[src/rtl/cam_pkg.sv]
// cam_pkg: CAM op codes, sequencer FSM states and the decoded result record
package cam_pkg;
  localparam int CAM_IDLE        = 0;
  localparam int CAM_UPDATE_ALL  = 1;
  localparam int CAM_SEARCH      = 2;
  localparam int CAM_UPDATE_ONE  = 3;
  localparam int MAX_INDEX_WIDTH = 16;
  typedef enum logic [2:0] {S_IDLE, S_LOAD, S_WAIT_END, S_SEARCH, S_DRAIN, S_DONE} state_t;
  typedef struct packed {
    logic                       hit;
    logic [MAX_INDEX_WIDTH-1:0] index;
  } cam_result_t;
endpackage

[src/rtl/cam_result_fifo.sv]
// cam_result_fifo: synchronous FIFO for decoded CAM results
// clk/rst: clock and sync active-high reset; push/wdata: write side; pop/rdata: show-ahead read side
// count/full/empty: occupancy status
module cam_result_fifo #(
  parameter int DEPTH = 16,
  parameter int WIDTH = 9
) (
  input  logic                   clk,
  input  logic                   rst,
  input  logic                   push,
  input  logic [WIDTH-1:0]       wdata,
  input  logic                   pop,
  output logic [WIDTH-1:0]       rdata,
  output logic [$clog2(DEPTH):0] count,
  output logic                   full,
  output logic                   empty
);
  localparam int AW = $clog2(DEPTH);
  logic [WIDTH-1:0] mem [DEPTH];
  logic [AW-1:0] wptr, rptr;
  always_ff @(posedge clk)
    if (push) mem[wptr] <= wdata;
  always_ff @(posedge clk) begin
    if (rst) begin
      wptr  <= '0;
      rptr  <= '0;
      count <= '0;
    end else begin
      wptr  <= wptr + AW'(push);
      rptr  <= rptr + AW'(pop);
      count <= count + (AW+1)'(push) - (AW+1)'(pop);
    end
  end
  assign rdata = mem[rptr];
  assign full  = count == (AW+1)'(DEPTH);
  assign empty = count == '0;
  // credit gating upstream guarantees a push into a full FIFO always pairs with a pop
  overflow_a: assert property (@(posedge clk) disable iff (rst) !(push && full && !pop));
endmodule

[src/rtl/cam_host_sequencer.sv]
// cam_host_sequencer: loads the CAM table, issues credit-gated search keys and returns decoded results
// ctrl_*: run control/status; ld_*: table-beat stream in; key_*: search-key stream in
// cam_*: registered op code/data to the CAM core plus its result/load-end inputs; res_*: result stream out
module cam_host_sequencer
  import cam_pkg::*;
#(
  parameter int CAM_SIZE       = 256,
  parameter int INDEX_WIDTH    = $clog2(CAM_SIZE),
  parameter int C_DATA_WIDTH   = 512,
  parameter int KEY_WIDTH      = 48,
  parameter int RES_FIFO_DEPTH = 16,
  parameter int OP_CODE_WIDTH  = 3
) (
  input  logic                     aclk,
  input  logic                     areset,
  input  logic                     ctrl_start,
  input  logic                     ctrl_skip_load,
  input  logic [31:0]              ctrl_num_keys,
  output logic                     ctrl_busy,
  output logic                     ctrl_done,
  input  logic                     ld_tvalid,
  output logic                     ld_tready,
  input  logic [C_DATA_WIDTH-1:0]  ld_tdata,
  input  logic                     key_tvalid,
  output logic                     key_tready,
  input  logic [KEY_WIDTH-1:0]     key_tdata,
  output logic [OP_CODE_WIDTH-1:0] cam_state,
  output logic                     cam_tvalid,
  output logic [C_DATA_WIDTH-1:0]  cam_tdata,
  input  logic                     cam_update_all_end,
  input  logic                     cam_m_tvalid,
  input  logic [C_DATA_WIDTH-1:0]  cam_m_tdata,
  output logic                     res_tvalid,
  input  logic                     res_tready,
  output logic                     res_hit,
  output logic [INDEX_WIDTH-1:0]   res_index
);
  localparam int BEATS = CAM_SIZE / 8;
  localparam int BW    = $clog2(BEATS) + 1;
  localparam int CW    = $clog2(RES_FIFO_DEPTH) + 1;
  state_t state, state_nx;
  logic [BW-1:0] beats;
  logic [31:0] num_keys, keys_issued;
  logic [CW-1:0] outstanding, fifo_count;
  logic [CW:0] used;
  logic [OP_CODE_WIDTH-1:0] op_nx;
  logic fifo_full, fifo_empty, ld_acc, key_acc, ret, pop, hit, unused;
  cam_result_t res_in, res_out;
  assign ld_acc  = ld_tvalid && ld_tready;
  assign key_acc = key_tvalid && key_tready;
  // results are only accepted while something is in flight, so stale CAM output after a reset is dropped
  assign ret  = cam_m_tvalid && outstanding != '0;
  assign used = {1'b0, outstanding} + {1'b0, fifo_count};
  always_ff @(posedge aclk) state <= areset ? S_IDLE : state_nx;
  always_comb begin
    state_nx = state;
    case (state)
      S_IDLE:     if (ctrl_start) state_nx = ctrl_skip_load ? (ctrl_num_keys == '0 ? S_DONE : S_SEARCH) : S_LOAD;
      S_LOAD:     if (ld_acc && beats == BW'(BEATS - 1)) state_nx = S_WAIT_END;
      S_WAIT_END: if (cam_update_all_end) state_nx = num_keys == '0 ? S_DONE : S_SEARCH;
      S_SEARCH:   if (keys_issued == num_keys) state_nx = S_DRAIN;
      S_DRAIN:    if (outstanding == '0 && fifo_empty) state_nx = S_DONE;
      default:    state_nx = S_IDLE;
    endcase
  end
  // DRAIN keeps the SEARCH op code because the CAM result pipeline only advances in SEARCH
  always_comb begin
    ld_tready  = state == S_LOAD;
    key_tready = state == S_SEARCH && keys_issued < num_keys && used < (CW+1)'(RES_FIFO_DEPTH);
    ctrl_busy  = state != S_IDLE;
    op_nx      = state_nx inside {S_LOAD, S_WAIT_END} ? OP_CODE_WIDTH'(CAM_UPDATE_ALL) :
                 state_nx inside {S_SEARCH, S_DRAIN}  ? OP_CODE_WIDTH'(CAM_SEARCH) : OP_CODE_WIDTH'(CAM_IDLE);
  end
  always_ff @(posedge aclk) begin
    if (areset) begin
      beats       <= '0;
      num_keys    <= '0;
      keys_issued <= '0;
      outstanding <= '0;
      cam_state   <= OP_CODE_WIDTH'(CAM_IDLE);
      cam_tvalid  <= 1'b0;
      cam_tdata   <= '0;
      ctrl_done   <= 1'b0;
    end else begin
      beats       <= state == S_IDLE ? '0 : beats + BW'(ld_acc);
      num_keys    <= state == S_IDLE && ctrl_start ? ctrl_num_keys : num_keys;
      keys_issued <= state == S_IDLE ? '0 : keys_issued + 32'(key_acc);
      outstanding <= outstanding + CW'(key_acc) - CW'(ret);
      cam_state   <= op_nx;
      cam_tvalid  <= ld_acc || key_acc;
      cam_tdata   <= ld_acc ? ld_tdata : key_acc ? C_DATA_WIDTH'(key_tdata) : cam_tdata;
      ctrl_done   <= state == S_DONE;
    end
  end
  assign hit    = cam_m_tdata[INDEX_WIDTH:0] != '1;
  assign res_in = '{hit: hit, index: hit ? MAX_INDEX_WIDTH'(cam_m_tdata[INDEX_WIDTH-1:0]) : '0};
  assign pop    = res_tvalid && res_tready;
  cam_result_fifo #(.DEPTH(RES_FIFO_DEPTH), .WIDTH($bits(cam_result_t))) u_fifo (
    .clk   (aclk),
    .rst   (areset),
    .push  (ret),
    .wdata (res_in),
    .pop   (pop),
    .rdata (res_out),
    .count (fifo_count),
    .full  (fifo_full),
    .empty (fifo_empty)
  );
  assign res_tvalid = !fifo_empty;
  assign res_hit    = !fifo_empty && res_out.hit;
  assign res_index  = fifo_empty ? '0 : res_out.index[INDEX_WIDTH-1:0];
  assign unused = ^{cam_m_tdata[C_DATA_WIDTH-1:INDEX_WIDTH+1], res_out.index[MAX_INDEX_WIDTH-1:INDEX_WIDTH],
                    fifo_full, 32'(CAM_UPDATE_ONE)};
endmodule

[config.mk]
export PLATFORM = sky130hd
export DESIGN_NAME = cam_host_sequencer
export DESIGN_NICKNAME = d
export VERILOG_FILES = /design/src/rtl/cam_pkg.sv /design/src/rtl/cam_result_fifo.sv /design/src/rtl/cam_host_sequencer.sv
export SDC_FILE = /design/constraint.sdc
export NUM_CORES = 1
export LEC_CHECK = 0
export BUFFER_PORTS_ARGS = -buffer_cell sky130_fd_sc_hd__buf_2
export CAP_MARGIN = 20
export CORE_AREA = 2 2 637 639
export DETAILED_ROUTE_END_ITERATION = 16
export DIE_AREA = 0 0 639 641
export GPL_TIMING_DRIVEN = 0
export PLACE_DENSITY = 0.33
export SYNTH_ARGS = -nofsm -noshare
export SYNTH_HDL_FRONTEND = slang
export SYNTH_HIERARCHICAL = 1
export SYNTH_SLANG_ARGS = --single-unit
[constraint.sdc]
create_clock -name aclk -period 3.7 [get_ports aclk]
set_clock_uncertainty 0.2 [all_clocks]
set_input_delay 0.185 -clock aclk [delete_from_list [all_inputs] [get_ports aclk]]
set_output_delay 0.185 -clock aclk [all_outputs]
set_load 0.01 [all_outputs]
Yosys cells after proc, flatten, opt, wreduce, memory -nomap -nowiden:

Memories as Yosys holds them, arrays and structs flattened. A register that Yosys moved wholly into a read port is not among the register bits.
Cells that the tools add are included.

* register bits: 607
* RAM bits: 144
* input port bits: 1113
* output and inout port bits: 530
* logic and storage cells: 79
* memories kept: 1

Memories
* u_fifo.mem: depth 16, width 9, read ports 1, clocked after Yosys merged registers in 1, wr ports 1, RTL line cam_result_fifo.sv:19 `logic [WIDTH-1:0] mem [DEPTH];`

* $add $sub $neg: 9
* magnitude comparators: 2
* equal/unequal tests: 12
* muxes and demuxes: 18
* reductions and logical operators: 24

Operator list (count)
* $mux 512: 2
* $logic_not 32->1: 2
* $add 32x1->32: 1
* $eq 32x32->1: 1
* $lt 32x32->1: 1
* $mux 3: 8
* $mux 8: 2
* $pmux 3 s5: 1
* $eq 3x2->1 const B: 4
* $add 5x1->5: 2
* $logic_and 1x1->1: 10
* $logic_not 5->1: 2
* $sub 5x1->5: 2
* $eq 3x3->1 const B: 3
* $ne 9x9->1 const B: 1
* $add 4x1->4: 2
* $add 5x5->6: 1
* $add 6x1->6: 1
* $eq 3x1->1 const B: 2
* $eq 6x5->1 const B: 1
* $lt 6x5->1 const B: 1
* $reduce_bool 2->1: 3
* $reduce_bool 5->1: 1
* $mux 4: 1
* 7 further kinds: 10

Depth between registers and ports, before layout:

Gate-level depths: netlist of the first run.

* depth in word-level cells: 9
* mapped depth: 17
* mapped depth without buffers: 16

Modules after synthesis:

Netlist of the first run, hierarchy kept.

By module, submodules not included
* cam_host_sequencer: times used 1, cells an instance 1875, area each 20987.6 sq um, seq. area each 11891.4 sq um
* cam_result_fifo: times used 1, cells an instance 575, area each 11220.8 sq um, seq. area each 8428.1 sq um

Worst setup path before layout of the first run:

OpenSTA, ideal clock, no wires.

* path type: reg-to-reg
* from: register num_keys[29]
* to: register keys_issued[28]
* setup time: 71 ps
* arrival: 3422 ps
* required time: 3429 ps
* slack: 8 ps
* stages on the path, launching flop included: 17
* path buffers: 1
* period minus slack after synthesis: 3692 ps
* cell sequence: dfxtp_1 > inv_1 > ha_1 > a211oi_1 > o2111ai_1 > a21oi_1 > and4_1 > a21bo_2 > buf_2 > inv_1 > ha_1 > ha_1 > nand4_1 > nor3_1 > nand3_1 > or3_1 > a21oi_1

* cells in the longest elaborated chain, start to end: 5

Ends and longest elaborated chain
* start: declaration: RTL line cam_host_sequencer.sv:43 `logic [31:0] num_keys, keys_issued;`
* start signal: assignment: RTL line cam_host_sequencer.sv:86 `num_keys <= state == S_IDLE && ctrl_start ? ctrl_num_keys : num_keys;`
* $lt 32x32->1: RTL line cam_host_sequencer.sv:69 `key_tready = state == S_SEARCH && keys_issued < num_keys && used < (CW+1)'(RES_FIFO_DEPTH);`
* $logic_and 1x1->1 (2 in series): RTL line cam_host_sequencer.sv:69
* $logic_and 1x1->1: RTL line cam_host_sequencer.sv:50 `assign key_acc = key_tvalid && key_tready;`
* $add 32x1->32: RTL line cam_host_sequencer.sv:87 `keys_issued <= state == S_IDLE ? '0 : keys_issued + 32'(key_acc);`
* end signal: assignment: RTL line cam_host_sequencer.sv:87
* end: declaration: RTL line cam_host_sequencer.sv:43

Every way passes these cells.
A chain may end at the register's enable or synchronous reset.

Worst setup path in the final report of the first run:

* from: register num_keys[31]
* to: register keys_issued[30]

Same word-level chain as after synthesis.

==> results of run 1 <==
[sequential cells by signal (all words and copies together) (netlist names)]
register,count
beats,6
ctrl_done,1
u_fifo/wptr,4
u_fifo/count,5
keys_issued,32
num_keys,32
u_fifo/mem,144
cam_tvalid,1
outstanding,5
state,3
u_fifo/rptr,4
cam_state,2
cam_tdata,512
[worst max path at each step]
stage,endpoint,cells past startpoint,from,slack [ns]
global route,keys_issued[30]$_SDFF_PP0_,17,num_keys[31]$_SDFFE_PP0P_,-0.1
CTS,outstanding[4]$_SDFF_PP0_,17,num_keys[29]$_SDFFE_PP0P_,-0.05
finish,keys_issued[30]$_SDFF_PP0_,17,num_keys[31]$_SDFFE_PP0P_,0.09
floorplan,keys_issued[28]$_SDFF_PP0_,16,num_keys[29]$_SDFFE_PP0P_,0.008
detailed placement,keys_issued[28]$_SDFF_PP0_,16,num_keys[29]$_SDFFE_PP0P_,-1.50
global placement,u_fifo/count[4]$_SDFF_PP0_,13,u_fifo/count[2]$_SDFF_PP0_,-1.67
[power by group]
part | switching, mW | total, mW | internal (mW) | leakage, nW
clock network | 4.33 | 10.2 | 5.83 | 1.63
registers | 0.370 | 9.20 | 8.84 | 6.27
logic | 3.15 | 5.66 | 2.52 | 14.2
total | 7.85 | 25.0 | 17.2 | 22.1
[layout by cell type, fill, tap and decap left out, types with 7 or more instances in the layout]
| cell | n |
|---|---|
| sky130_fd_sc_hd__or3_1 | 8 |
| sky130_fd_sc_hd__a22oi_1 | 10 |
| sky130_fd_sc_hd__nor2b_1 | 21 |
| sky130_fd_sc_hd__nor2_1 | 109 |
| sky130_fd_sc_hd__ha_1 | 44 |
| sky130_fd_sc_hd__a221oi_2 | 12 |
| sky130_fd_sc_hd__o21ai_0 | 17 |
| sky130_fd_sc_hd__clkinvlp_4 | 9 |
| sky130_fd_sc_hd__clkbuf_8 | 18 |
| sky130_fd_sc_hd__xor2_1 | 19 |
| sky130_fd_sc_hd__clkinv_2 | 14 |
| sky130_fd_sc_hd__a21oi_1 | 106 |
| sky130_fd_sc_hd__ha_4 | 12 |
| sky130_fd_sc_hd__clkinv_1 | 7 |
| sky130_fd_sc_hd__buf_4 | 37 |
| sky130_fd_sc_hd__buf_2 | 1145 |
| sky130_fd_sc_hd__nor4_1 | 17 |
| sky130_fd_sc_hd__dfxtp_2 | 18 |
| sky130_fd_sc_hd__a22o_1 | 464 |
| sky130_fd_sc_hd__inv_1 | 49 |
| sky130_fd_sc_hd__xnor2_1 | 19 |
| sky130_fd_sc_hd__a21boi_0 | 48 |
| sky130_fd_sc_hd__buf_1 | 8 |
| sky130_fd_sc_hd__nor2b_2 | 8 |
| sky130_fd_sc_hd__mux2i_1 | 77 |
| sky130_fd_sc_hd__nand4_1 | 18 |
| sky130_fd_sc_hd__dlygate4sd3_1 | 1020 |
| sky130_fd_sc_hd__nand2_1 | 101 |
| sky130_fd_sc_hd__mux2i_2 | 8 |
| sky130_fd_sc_hd__diode_2 | 148 |
| sky130_fd_sc_hd__clkbuf_1 | 110 |
| sky130_fd_sc_hd__buf_8 | 11 |
| sky130_fd_sc_hd__mux4_2 | 18 |
| sky130_fd_sc_hd__clkbuf_16 | 105 |
| sky130_fd_sc_hd__buf_6 | 64 |
| sky130_fd_sc_hd__nand3_1 | 21 |
| sky130_fd_sc_hd__edfxtp_1 | 144 |
| sky130_fd_sc_hd__dfxtp_1 | 587 |
[per-stage QoR]
step	utilization	std cells	power, mW	instance area (µm²)
after floorplan	-	2233	11.3	27400
after global placement	0.0988	8658	13.9	39700
after detailed placement	0.0997	8680	14.0	40100
after CTS	0.135	9905	25.6	54100
after global routing	0.136	9983	26.2	54500
final	0.136	10062	25.0	54700
[worst max-delay path: stages, from the launching register on]
cell and delay (ns):
sky130_fd_sc_hd__dfxtp_4 0.38, sky130_fd_sc_hd__inv_4 0.05, sky130_fd_sc_hd__ha_4 0.16, sky130_fd_sc_hd__nor4_4 0.25, sky130_fd_sc_hd__o2111ai_2 0.15, sky130_fd_sc_hd__a21oi_2 0.18
sky130_fd_sc_hd__and4_1 0.23, sky130_fd_sc_hd__a21bo_4 0.29, sky130_fd_sc_hd__clkinvlp_4 0.11, sky130_fd_sc_hd__buf_12 0.10, sky130_fd_sc_hd__ha_4 0.13, sky130_fd_sc_hd__ha_4 0.14
sky130_fd_sc_hd__nand4_1 0.11, sky130_fd_sc_hd__buf_6 0.16, sky130_fd_sc_hd__nor3_4 0.26, sky130_fd_sc_hd__nand3_4 0.15, sky130_fd_sc_hd__or3_4 0.35, sky130_fd_sc_hd__a21oi_2 0.12
[timing repair]
item,CTS,global route
resized for setup,76,41
pin swaps,27,26
hold endpoints to repair,690,0
hold buffers,1020,0
setup buffers,19,9
endpoints found under the setup margin,528,347
gates cloned,0,0
[routing by layer]
metal | up-vias | routed length (µm) | GRT usage
li1 | 13232 | - | -
met1 | 13875 | 115000 | 0.157
met2 | 1260 | 119000 | 0.201
met3 | 413 | 31200 | 0.0619
met4 | 58 | 15100 | 0.0603
met5 | - | 365 | 0
[final cells by class]
type | instances | area, µm² | share of cell area
diodes | 148 | 370 | 0.00677
flip-flops and latches | 751 | 16500 | 0.302
repair buffers | 2209 | 16500 | 0.301
plain buffers | 177 | 1220 | 0.0223
well taps | 5287 | 6620 | 0.121
clock buffers | 145 | 2940 | 0.0537
multi-input cells | 1245 | 9990 | 0.183
inverters | 57 | 221 | 0.00405
clock inverters | 43 | 419 | 0.00766
==> results.md, run 1 <==
Drt:
- The mean routed wirelength per cell is 28.0 µm.
- Using the TritonRoute via totals, the vias-per-cell ratio works out to 2.87.
- The via total after detailed routing is 28838.
- Summed over all layers, the routed wires come to 281000 µm.
- Once detail routing completed, the nets flagged for antenna violations numbered 0.
- In the routed design, unresolved DRC markers number 0.
- The detailed router finished its first iteration with 1664 violations.
- The detailed-router iteration count before antenna repair is 5.

STA:
- The max-slew headroom at the worst pin is 0.326.
- Across all hold checks on the routed design, the worst slack comes to approximately 0.019 ns.
- The share of the clock period used by the worst path is 0.977.
- The total count of max-transition violations in the final report is 0.
- After routing, the total negative slack on setup checks comes to 0 ns.
- Setup repair after global routing could not meet its margin everywhere.
- The minimum clock period is 3.61 ns.
- Setup violations remaining at the end of the flow were counted as 0.
- Static timing analysis puts the maximum clock frequency at 277 MHz.
- The transition time of the tightest slew-check pin is 1.01 ns.
- Setup slack closes at 0.0856 ns.
- The final hold violation count is 0.

Clock network:
- The clock latency on the worst-skew pair is 0.80 ns.
- The number of buffers created by CTS is 104.
- The H-tree was split into 3 levels.
- The cell sitting at the root of the clock tree is a sky130_fd_sc_hd__clkbuf_16.
- TritonCTS built the clock tree.
- The buffer levels on the longest clock path is 4.
- After clock tree synthesis, the clock-pin slew on the worst setup and hold paths is roughly 0.06 ns.
- The clock sink total is 751.

Global route:
- The first-pass GRT wire length is ~340000 µm.
- The via count of the first global-routing pass is 29815.
- Entering global routing, the biggest net connects 20 pins.
- The number of antenna violations at the first check in global routing is 222.
- For this run, the total global-route usage over all layers was measured as 0.132.
- For this run the aggregate overflow at the end of global routing stands at 0.

Min path:
- The class of the most critical hold timing path is primary input to flop.
- The worst hold path stage count is 4.
- The worst min-delay path startpoint is cam_m_tvalid.
- The worst hold path terminates at u_fifo/count[0]$_SDFF_PP0_.

Worst setup path:
- STA classifies the critical path startpoint as a flop.
- The startpoint identified for the worst register-to-register timing path is num_keys[31]$_SDFFE_PP0P_.
- The highest fanout seen on the critical path is 5.
- At the worst endpoint, the required time is 4.23 ns.
- The critical path endpoint category is a flop.
- Counting cells, the worst reg-to-reg path comes to 17.
- The worst setup path is of the flop to flop kind.
- Data arrives at the worst endpoint at 4.14 ns.
- The reg-to-reg critical path endpoint is keys_issued[30]$_SDFF_PP0_.
- The minimum setup slack among reg-to-reg paths is around 0.086 ns.

Placed design:
- Input and output buffers added on the ports amount to 1138.
- The final weighted congestion in routability-driven placement is between 1 and 1.5.
- The half-perimeter wire length after placement is 248000 µm.
- At the placement stage, the worst setup path has a slack of -1.50 ns.

Power and ir drop:
- The power density over the cells is 457 nW/µm².
- The maximum resistive drop on vdd is 0.393 mV.
- For this design the static power due to leakage is 22.1 nW.

Synthesis:
- After synthesis, the mean cell area works out to 12.3 µm².
- The number of cells produced by synthesis is 2233.
- The number of nets in the synthesized netlist is ~3400.
- The post-synthesis instance area is 27400 µm².
- The count of warnings emitted by yosys is 6.

Outcome:
- The flow ran to the end, and the final reports show no timing, DRC or antenna violations.

Die:
- In this run the core area contains 233 standard-cell rows.
- The die area is 410000 µm².
- The overall die width is 639 µm.
- The total core area is slightly above 400000 µm².
- From bottom edge to top edge, the die measures 641 µm.
- The starting density of the core is 0.0682.
- For this design the top-level I/O count stands at 1643.

Run:
- Across the run, the number of max-cap violations was 0.

Layout:
- The layout-stage area growth over the synthesis result is 99.7%.
- The layout has 45621 filler cells.
- The number of nets in the finished design is 5716.
- In the final layout, the share of cells above drive strength 1 is 0.335.
No activity file was read; power rests on OpenSTA's default activity.
==> inputs of run 2 (changes only) <==
--- a/config.mk
+++ b/config.mk
@@ -7,12 +7,11 @@
 export LEC_CHECK = 0
 export BUFFER_PORTS_ARGS = -buffer_cell sky130_fd_sc_hd__buf_2
 export CAP_MARGIN = 20
-export CORE_AREA = 2 2 637 639
+export CORE_AREA = 2 2 639 641
 export DETAILED_ROUTE_END_ITERATION = 16
-export DIE_AREA = 0 0 639 641
+export DIE_AREA = 0 0 641 643
 export GPL_TIMING_DRIVEN = 0
-export PLACE_DENSITY = 0.33
+export PLACE_DENSITY = 0.31
 export SYNTH_ARGS = -nofsm -noshare
 export SYNTH_HDL_FRONTEND = slang
-export SYNTH_HIERARCHICAL = 1
 export SYNTH_SLANG_ARGS = --single-unit
==> constraint.sdc (replaced) <==
create_clock -name aclk -period 4.24 [get_ports aclk]
set_clock_uncertainty 0.2 [all_clocks]
set_input_delay 0.212 -clock aclk [delete_from_list [all_inputs] [get_ports aclk]]
set_output_delay 0.212 -clock aclk [all_outputs]
set_load 0.01 [all_outputs]
==> results.md, run 2 <==
Die:
- The top-level I/O count is 1643 (unchanged).
- The number of cell rows is 234 (was 233).
- The total core area came to 405000 µm² (was 402000 µm²).
- The starting density of the core is 0.0666 (was 0.0682).
- The die span in y came to 643 µm (was 641 µm).
- The die area was 412000 µm² (was 410000 µm²).
- The overall die width is 641 µm (was 639 µm).

Layout:
- Commonest cells after routing, fill and taps aside: 1145 x sky130_fd_sc_hd__buf_2, 923 x sky130_fd_sc_hd__dlygate4sd3_1, 607 x sky130_fd_sc_hd__dfxtp_1 (was 1145 x sky130_fd_sc_hd__buf_2, 1020 x sky130_fd_sc_hd__dlygate4sd3_1, 587 x sky130_fd_sc_hd__dfxtp_1).
- The number of nets in the finished design is 5619 (was 5716).
- The utilization after layout came to 0.131 (was 0.136).
- The register with the most flip-flops is cam_tdata (unchanged).
- The final non-filler cell area is 52900 µm² (was 54700 µm²).
- The most common cell after layout, fill and taps aside is sky130_fd_sc_hd__buf_2 (unchanged).
- The number of filler instances in the final layout is 46342 (was 45621).
- The number of standard cells in the layout, taps in and fillers out is 10049 (was 10062).
- Largest regs: cam_tdata: 512 flops, u_fifo.mem: 144 flops (was cam_tdata: 512 flops, u_fifo/mem: 144 flops).
- The number of flip-flops under the largest register name came to 512 (unchanged).
- The fraction of layout cells with a size suffix above 1 is 0.324 (was 0.335).
- The layout-stage area growth over the synthesis result was 95.9% (was 99.7%).

Synthesis:
- The synthesized area per cell is 12.0 µm² (was 12.3 µm²).
- The share of the Yosys chip area taken by registers is 0.610.
- By count the netlist is led by 607 x sky130_fd_sc_hd__dfxtp_1, 464 x sky130_fd_sc_hd__a22o_1, 206 x sky130_fd_sc_hd__nor2_1.
- For this run, asynchronously set or reset flops after synthesis account for 0.
- The number of nets in the synthesized netlist is 3425 (was 3404).
- The most used flip-flop cell after synthesis is sky130_fd_sc_hd__dfxtp_1.
- The number of distinct standard cells referenced by the synthesized netlist is 53.
- By area the synthesized netlist is led by sky130_fd_sc_hd__dfxtp_1 45%, sky130_fd_sc_hd__edfxtp_1 16%, sky130_fd_sc_hd__a22o_1 15%.
- Of the post-synthesis cell area, the dominant cell type holds 0.450.
- The biggest area contributor in the post-synthesis netlist is sky130_fd_sc_hd__dfxtp_1.
- The post-synthesis instance area was 27000 µm² (was 27400 µm²).
- The number of cells produced by synthesis came to 2254 (was 2233).
- The count of warnings emitted by yosys is 0 (was 6).
- The most frequently used cell type in the post-synthesis netlist is sky130_fd_sc_hd__dfxtp_1.
- The number of flops mapped to enable cells by yosys is 144.
- The number of synthesized register bits is 751.

Global route:
- The maximum number of pins on one net before global-route repair is 17 (was 20).
- The overall global routing resource usage is 0.122 (was 0.132).
- The number of antenna violations at the first check in global routing is 166 (was 222).
- The via count of the first global-routing pass was 29747 (was 29815).
- The total congestion overflow is 0 (unchanged).
- The first-pass GRT wire length is 324000 µm (was 344000 µm).

Worst setup path:
- The beginning of the worst register-to-register path is num_keys[31]$_SDFFE_PP0P_ (unchanged).
- The element type at the critical path start is a flop (unchanged).
- The number of buffer and inverter instances along the worst setup path was 3 (was 4).
- The critical path endpoint category is a primary output (was flop).
- The critical path data required time is 3.83 ns (was 4.23 ns).
- The cell count along the critical path is 6 (was 17).
- The worst setup path startpoint was u_fifo.rptr[1]$_SDFF_PP0_ (was num_keys[31]$_SDFFE_PP0P_).
- The highest fanout seen on the critical path is 10 (was 5).
- The biggest cell delay along the critical path came to 0.61 ns (was 0.38 ns).
- The arrival time of the worst setup path is 3.62 ns (was 4.14 ns).
- The kind of critical path is flop to primary output (was flop to flop).
- CP cell instances: clkbuf_1, clkbuf_1, mux4_2, mux4_2, and2_1, buf_2 (was inv_4, ha_4, nor4_4, o2111ai_2, a21oi_2, and4_1, a21bo_4, clkinvlp_4, buf_12, ha_4, ha_4, nand4_1, buf_6, nor3_4, nand3_4, or3_4, a21oi_2).
- The number of cell instances on the worst register-to-register path was 16 (was 17).
- The cell family contributing the most delay on the critical path is buffers and inverters (was simple AND/OR/NAND/NOR gates).
- The slowest stage cell on the critical path was sky130_fd_sc_hd__clkbuf_1 (was sky130_fd_sc_hd__dfxtp_4).

Placed design:
- The number of I/O port buffers came to 1137 (was 1138).
- The number of cells in the design after placement is 8836 (was 8680).
- The final weighted congestion in routability-driven placement is 0.960 (was 1.03).
- The half-perimeter wire length after placement was 225000 µm (was 248000 µm).
- The total placed instance area is 39800 µm² (was 40100 µm²).

Clock network:
- The maximum level of the CTS H-tree is 3 (unchanged).
- The buffer levels on the longest clock path came to 4 (unchanged).
- The number of buffers created by CTS came to 105 (was 104).
- The TritonCTS clock tree is built (unchanged).
- The cell at the root of the clock tree was sky130_fd_sc_hd__clkbuf_16 (unchanged).
- The clock latency on the worst-skew pair came to 0.83 ns (was 0.80 ns).
- The clock transition at the register clock pins on the worst setup and hold paths after CTS was 0.07 ns (was 0.06 ns).
- The clock sink total is 751 (unchanged).

STA:
- The final setup violation count was 0 (unchanged).
- The max-slew headroom at the worst pin was 0.295 (was 0.326).
- The share of the clock period used by the worst path is 0.950.
- The worst path needs 4.03 ns of the cycle, external delays included.
- The final hold violation count is 0 (unchanged).
- The total count of max-transition violations in the final report is 0 (unchanged).
- Timing would allow up to 248 MHz.
- The transition time of the tightest slew-check pin is 1.05 ns (was 1.01 ns).

Min path:
- The worst min-delay path startpoint is ld_tdata[198] (was cam_m_tvalid).
- The class of the most critical hold timing path was primary input to flop (unchanged).
- The worst hold path stage count is 3 (was 4).

Power and ir drop:
- The leakage power total was 21.3 nW (was 22.1 nW).
- The maximum resistive drop on vdd is 0.296 mV (was 0.393 mV).
- The power density over the cells was 406 nW/µm² (was 457 nW/µm²).
- The total power was 21.5 mW (was 25.0 mW).

Drt:
- The detailed-router iteration count before antenna repair came to 5 (unchanged).
- The via-per-instance ratio was 2.80 (was 2.87).
- The final wirelength was 259000 µm (was 281000 µm).
- The starting DRC count in detailed routing is 1650 (was 1664).
- The DRC violations left is 0 (unchanged).
- The count of nets left with antenna violations after detail routing is 0 (unchanged).
- The via total after detailed routing is 28110 (was 28838).
- The mean routed wirelength per cell is 25.8 µm (was 28.0 µm).

Run:
- The number of maximum-capacitance violations is 0 (unchanged).

Outcome:
- Result of the run: complete, no violations (unchanged).
-- run 2: what timing repair did --
item	4_1_cts	5_1_grt
endpoints found under the setup margin	345	22
hold buffers	923	0
cloned	0	1
endpoints found under the hold margin	683	0
setup buffers	1	6
pin swaps	1	3
resized for setup	20	4
-- run 2: area by class of cell --
cell class / instances / area, µm² / share of cell area
well taps: 5428 / 6790 / 0.128
inverters: 105 / 394 / 0.00745
plain buffers: 167 / 875 / 0.0165
repair buffers: 2086 / 15200 / 0.288
flip-flops and latches: 751 / 16500 / 0.311
clock inverters: 39 / 468 / 0.00885
diodes: 97 / 243 / 0.00459
clock buffers: 144 / 3000 / 0.0568
multi-input cells: 1232 / 9400 / 0.178
-- run 2: power breakdown --
group	leakage [nW]	internal, mW	total, mW	switching [mW]
clock network	1.72	5.42	9.14	3.72
registers	6.26	7.67	7.97	0.299
logic	13.3	1.92	4.37	2.46
total	21.3	15.0	21.5	6.48
-- run 2: cell families after synthesis --
family	count (synthesis)	share of synthesized area
flops	751	0.610
simple gates	437	0.0742
buf+inv	272	0.0460
mux	46	0.0380
fa+ha+maj	58	0.0274
compound gates	651	0.192
other cells	1	0.000139
xor+xnor	38	0.0123
-- run 2: through the flow --
stage                     setup slack [ns]  hold slack, ns   TNS, ns
after floorplan                      0.623           0.145         0
final                                0.211          0.0504         0
after CTS                         -0.00602        0.000180  -0.00602
after detailed placement            -0.894           0.231    -27.44
after global routing               -0.0109          0.0254   -0.0109
after global placement               -3.40           0.228  -1041.00
-- run 2: routing by layer --
layer | wire, µm | global-route usage | up-vias
li1 | - | - | 12892
met1 | 98800 | 0.135 | 13491
met5 | 496 | 0 | -
met4 | 12000 | 0.0476 | 74
met3 | 31400 | 0.0626 | 371
met2 | 116000 | 0.196 | 1282
-- run 2: final timing paths --
check / end / slack (ns)
worst min register to register: cam_tdata[0]$_SDFFE_PP0P_ / 0.25
worst min-delay path: cam_tdata[198]$_SDFFE_PP0P_ / 0.05
worst max-delay path: res_index[5] / 0.21
worst max register to register: outstanding[4]$_SDFF_PP0_ / 0.22
-- run 2: worst register-to-register path: stages, from the launching register on --
cell,delay [ns]
sky130_fd_sc_hd__dfxtp_1,0.44
sky130_fd_sc_hd__inv_1,0.10
sky130_fd_sc_hd__ha_1,0.34
sky130_fd_sc_hd__nand4_1,0.11
sky130_fd_sc_hd__buf_4,0.17
sky130_fd_sc_hd__nor4_4,0.30
sky130_fd_sc_hd__and4_2,0.39
sky130_fd_sc_hd__a21o_4,0.25
sky130_fd_sc_hd__clkbuf_8,0.22
sky130_fd_sc_hd__ha_1,0.14
sky130_fd_sc_hd__inv_1,0.04
sky130_fd_sc_hd__ha_1,0.19
sky130_fd_sc_hd__fa_1,0.41
sky130_fd_sc_hd__a21oi_1,0.16
sky130_fd_sc_hd__nor2_1,0.07
sky130_fd_sc_hd__or3_1,0.34
sky130_fd_sc_hd__a21oi_1,0.13
